===== src/rtl/axil_read_arbiter.sv =====
// Round-robin arbiter sharing one AXI-Lite read slave among NUM_MASTERS read masters.
// One transaction in flight; AR path registered, R path combinational in DATA.
//
// state   | meaning
// --------+---------------------------------------------------------------
// IDLE    | no transaction; rotating search offers ARREADY to one master
// ADDR    | latched address presented downstream, waiting for ARREADY
// DATA    | downstream R channel routed to the granted master
module axil_read_arbiter #(
    parameter int NUM_MASTERS = 4,
    parameter int ADDR_W      = 32,
    parameter int DATA_W      = 32,
    localparam int IDX_W      = $clog2(NUM_MASTERS)
) (
    input  logic                          S_AXIL_ACLK,
    input  logic                          S_AXIL_ARESETn,
    input  logic [NUM_MASTERS-1:0]        S_AXIL_ARVALID,
    output logic [NUM_MASTERS-1:0]        S_AXIL_ARREADY,
    input  logic [NUM_MASTERS*ADDR_W-1:0] S_AXIL_ARADDR,
    input  logic [NUM_MASTERS*3-1:0]      S_AXIL_ARPROT,
    output logic [NUM_MASTERS-1:0]        S_AXIL_RVALID,
    input  logic [NUM_MASTERS-1:0]        S_AXIL_RREADY,
    output logic [DATA_W-1:0]             S_AXIL_RDATA,
    output logic [1:0]                    S_AXIL_RRESP,
    output logic                          M_AXIL_ARVALID,
    input  logic                          M_AXIL_ARREADY,
    output logic [ADDR_W-1:0]             M_AXIL_ARADDR,
    output logic [2:0]                    M_AXIL_ARPROT,
    input  logic                          M_AXIL_RVALID,
    output logic                          M_AXIL_RREADY,
    input  logic [DATA_W-1:0]             M_AXIL_RDATA,
    input  logic [1:0]                    M_AXIL_RRESP,
    output logic [IDX_W-1:0]              grant_idx,
    output logic                          busy
);

    typedef enum logic [1:0] {
        ST_IDLE = 2'd0,
        ST_ADDR = 2'd1,
        ST_DATA = 2'd2
    } state_t;

    state_t             state_q;
    logic [IDX_W-1:0]   last_grant_q;
    logic [IDX_W-1:0]   grant_q;
    logic [ADDR_W-1:0]  araddr_q;
    logic [2:0]         arprot_q;
    logic               arvalid_q;

    logic               win_found;
    logic [IDX_W-1:0]   win_idx;
    logic [IDX_W-1:0]   cand_idx;
    logic [ADDR_W-1:0]  win_addr;
    logic [2:0]         win_prot;

    // Search starts one past the last winner so every requester is served in turn.
    always_comb begin
        win_found = 1'b0;
        win_idx   = '0;
        cand_idx  = '0;
        for (int k = 1; k <= NUM_MASTERS; k++) begin
            cand_idx = IDX_W'((int'(last_grant_q) + k) % NUM_MASTERS);
            if (!win_found && S_AXIL_ARVALID[cand_idx]) begin
                win_found = 1'b1;
                win_idx   = cand_idx;
            end
        end
    end

    always_comb begin
        win_addr = '0;
        win_prot = '0;
        for (int i = 0; i < NUM_MASTERS; i++) begin
            if (win_idx == IDX_W'(i)) begin
                win_addr = S_AXIL_ARADDR[i*ADDR_W +: ADDR_W];
                win_prot = S_AXIL_ARPROT[i*3 +: 3];
            end
        end
    end

    always_comb begin
        S_AXIL_ARREADY = '0;
        S_AXIL_RVALID  = '0;
        M_AXIL_RREADY  = 1'b0;
        case (state_q)
            ST_IDLE: begin
                if (win_found) S_AXIL_ARREADY[win_idx] = 1'b1;
            end
            ST_DATA: begin
                S_AXIL_RVALID[grant_q] = M_AXIL_RVALID;
                M_AXIL_RREADY          = S_AXIL_RREADY[grant_q];
            end
            default: ;
        endcase
    end

    always_ff @(posedge S_AXIL_ACLK or negedge S_AXIL_ARESETn) begin
        if (!S_AXIL_ARESETn) begin
            state_q      <= ST_IDLE;
            last_grant_q <= IDX_W'(NUM_MASTERS - 1);
            grant_q      <= '0;
            araddr_q     <= '0;
            arprot_q     <= '0;
            arvalid_q    <= 1'b0;
        end else begin
            case (state_q)
                ST_IDLE: begin
                    if (win_found) begin
                        grant_q      <= win_idx;
                        last_grant_q <= win_idx;
                        araddr_q     <= win_addr;
                        arprot_q     <= win_prot;
                        arvalid_q    <= 1'b1;
                        state_q      <= ST_ADDR;
                    end
                end
                ST_ADDR: begin
                    if (M_AXIL_ARREADY) begin
                        arvalid_q <= 1'b0;
                        state_q   <= ST_DATA;
                    end
                end
                ST_DATA: begin
                    if (M_AXIL_RVALID && S_AXIL_RREADY[grant_q]) state_q <= ST_IDLE;
                end
                default: begin
                    arvalid_q <= 1'b0;
                    state_q   <= ST_IDLE;
                end
            endcase
        end
    end

    assign M_AXIL_ARVALID = arvalid_q;
    assign M_AXIL_ARADDR  = araddr_q;
    assign M_AXIL_ARPROT  = arprot_q;
    assign S_AXIL_RDATA   = M_AXIL_RDATA;
    assign S_AXIL_RRESP   = M_AXIL_RRESP;
    assign grant_idx      = grant_q;
    assign busy           = (state_q != ST_IDLE);

endmodule


===== config.mk =====
export PLATFORM = sky130hd
export DESIGN_NAME = axil_read_arbiter
export DESIGN_NICKNAME = d
export VERILOG_FILES = /design/src/rtl/axil_read_arbiter.sv
export SDC_FILE = /design/constraint.sdc
export NUM_CORES = 1
export LEC_CHECK = 0
export CAP_MARGIN = 10
export CORE_ASPECT_RATIO = 0.6
export CORE_MARGIN = 5
export CORE_UTILIZATION = 32
export DETAILED_ROUTE_END_ITERATION = 8
export PLACE_DENSITY = 0.8
export SETUP_SLACK_MARGIN = 0.15
export SYNTH_ARGS = -nofsm -noshare
export SYNTH_HDL_FRONTEND = slang
export SYNTH_SLANG_ARGS = --single-unit

===== constraint.sdc =====
create_clock -name S_AXIL_ACLK -period 2.5 [get_ports S_AXIL_ACLK]
set_clock_uncertainty 0.15 [all_clocks]
set_input_delay 0.5 -clock S_AXIL_ACLK [delete_from_list [all_inputs] [get_ports S_AXIL_ACLK]]
set_output_delay 0.5 -clock S_AXIL_ACLK [all_outputs]
set_load 0.05 [all_outputs]

==> impl_metrics.ini <==
[finish]
postLayoutCoreUtil_pct = 60.29
syn_to_final_growth_pct = 81.74
n_antenna_cell = 0
nNetsFinal = 657
drive_above_1_share_pct = 25.42

[timing]
slew_headroom_pct = 48.60
finalCriticalPeriod_ps = 2508
grt_setup_unrepaired = yes
slew_violations = 0
fmax_ghz = 0.3987
final-hold-violation-count = 0
fin_crit_sh_pct = 100.3
worst_slew_pin_slew_ps = 771.0
setup_viol = 2
setup_tns_ps = -16.06
fin_ws_ps = -8.261

[critical_path]
timing.rr.end = M_AXIL_ARADDR[13]
end_kind = output pin
rr_worst_depth = 8
reg2reg_from = last_grant_q[1]
path_class = flip-flop to output pin
rrSetupSlack_ps = 210
worstSetupStartpointType = flip-flop
cp_data_required_time_ps = 1850
path_max_fanout = 5
cp_data_arrival_time_ps = 1860

[clock_network]
clock_path_buffers = 2
htreeDepth = 2
cts_sinks = 42
root_buffer = clkbuf_16
cts_buffers = 5
clock_latency_ps = 280
cts_tree = built
clk_pin_slew_ps = 60

[floorplan]
die_height_um = 85.88
die_area_um2 = 11720
start_util_pct = 33.17
fp-row-count = 27
die-width_um = 136.5
core-area_um2 = 9256
io-pin-count = 268

[routing]
ant_nets = 0
wl_per_cell_um = 18.57
viasPerCell = 4.872
drt_pre_antenna_iters = 4
drtIter0Drc = 88
wirelength_um = 11180
vias = 2933
drc_errors = 0

[logic_synthesis]
yosys.area_share.simple_pct = 7.987
syn_inst = 285
syn_area_um2 = 3070
synth_flop_cell = dfrtp_1
muxShareOfSynthArea_pct = 24.53
synth_common_cells = mux2i_1 (55), dfrtp_1 (40), buf_4 (37)
avgSynthCellArea_um2 = 10.77
ys_top_cells_by_area = dfrtp_1 (33%), mux2i_1 (18%), o221ai_2 (9.3%)
synth.yosys.seq_area_share_pct = 34.31
synth_fp_nets = 471
synth_edf_count = 0
synth_compound_area_share_pct = 19.56
synthArstFlopShare_pct = 100.0
synth-seq-cells = 42
synth_cell_types = 33
synth_warnings = 0
synthAdderAreaFrac_pct = 0
synth.largest_area_cell = dfrtp_1
synthXorXnorAreaFrac_pct = 0
synth_top_family_by_area = multiplexers
synth_top_area_share_pct = 32.60
synth.most_common_cell = mux2i_1

[power_and_ir_drop]
p_per_area_nw_per_um2 = 1204
leakagePower_nw = 2.322
peakVddDrop_mv = 0.7130

[outcome]
outcome = finished, violations left
violations = negative setup slack

[job]
maxCapViolations = 0

[grt]
grt_first_pass_wirelength_um = 16630
grt_usage_pct = 17.81
grt_max_degree = 33
antenna_found_initial = 0
first_global_vias = 3124
gr-total-overflow = 0

[placement]
gp_congestion = 0.7405
place_hpwl_um = 8577
port_buffers = 199

[hold_path]
hp-class = input port to async pin
## registers in the layout, indices dropped and copies added, names as in the netlist
signal          count
M_AXIL_ARADDR      32
M_AXIL_ARVALID      1
M_AXIL_ARPROT       3
grant_idx           2
state_q             2
last_grant_q        2
## worst max path at each step
| stage | from | end | slack [ps] | cells past startpoint |
|---|---|---|---|---|
| after floorplan | state_q[0] | S_AXIL_ARREADY[0] | 80 | 5 |
| after global routing | last_grant_q[1] | S_AXIL_ARREADY[0] | -70 | 5 |
| final | last_grant_q[1] | S_AXIL_ARREADY[1] | -8 | 7 |
| after global placement | S_AXIL_ARVALID[2] | S_AXIL_ARREADY[0] | -200 | 6 |
| after detailed placement | S_AXIL_ARVALID[2] | S_AXIL_ARREADY[0] | -310 | 6 |
| after CTS | last_grant_q[1] | S_AXIL_ARREADY[0] | -10 | 5 |
## layout by cell type, fill, tap and decap left out, types with 4 or more instances in the layout
cell type,instances
a21oi_1,17
buf_12,12
buf_4,23
buf_6,5
clkbuf_16,8
clkdlybuf4s50_1,179
dfrtp_1,39
dlygate4sd2_1,9
mux2_2,15
mux2i_1,51
nand2_1,27
nor2_1,4
o221ai_2,19
o22ai_1,6
o22ai_2,12
## per-layer routing
metal	global-route usage, %	wire, um	part of all wire [%]
met1	21.05	4572	41
met2	30.88	5383	48
met3	6.800	1104	9.9
met4	3.843	116	1.0
met5	0	0	0
## cells by family (layout without fill, tap and decap cells)
logic type | count (synthesis) | count (layout)
buffers and inverters | 57 | 244
and+or+nand+nor | 51 | 51
AOI/OAI and AO/OA | 63 | 63
DFF | 42 | 42
muxes | 72 | 72
## per-stage QoR
stage / hold slack (ps) / cells / total power, mW / cell area [um2] / setup slack (ps)
2_1_floorplan: 54.41 / 285 / 4.388 / 3148 / 75.88
3_3_place_gp: 319.7 / 579 / 5.575 / 5145 / -201.9
3_5_place_dp: 325.2 / 579 / 5.678 / 5145 / -313.7
4_1_cts: 162.4 / 594 / 6.534 / 5398 / -9.761
5_1_grt: 192.8 / 602 / 7.083 / 5580 / -72.31
6_report: 138.0 / 602 / 6.718 / 5580 / -8.261
## cell type report
cell class | instances | area, um2
Clock buffer | 7 | 132.6
Clock inverter | 1 | 30.03
Fill cell | 778 | 3676
Inverter | 3 | 11.26
Multi-Input combinational cell | 186 | 1757
Sequential cell | 42 | 1055
Tap cell | 130 | 162.7
Timing Repair Buffer | 233 | 2432
## what timing repair did
action,4_1_cts,5_1_grt
setup endpoints to repair,7,7
pin swaps,8,7
gates resized for setup,22,13
hold buffers,0,0
buffers inserted,7,5
gates cloned,0,3
## power by group
part	total, mW	switching, mW	internal [mW]
Combinational	4.69	2.61	2.08
Sequential	1.30	0.263	1.04
Clock	0.730	0.257	0.472
Total	6.72	3.13	3.59
## critical path, cell delays in order, from the launching register on
cell,delay (ps)
dfstp_2,580
buf_4,130
nor2b_2,40
o21ai_2,200
a21oi_4,100
buf_4,150
nor3_4,180
buf_6,180
Power figures use the tool's default switching activity.
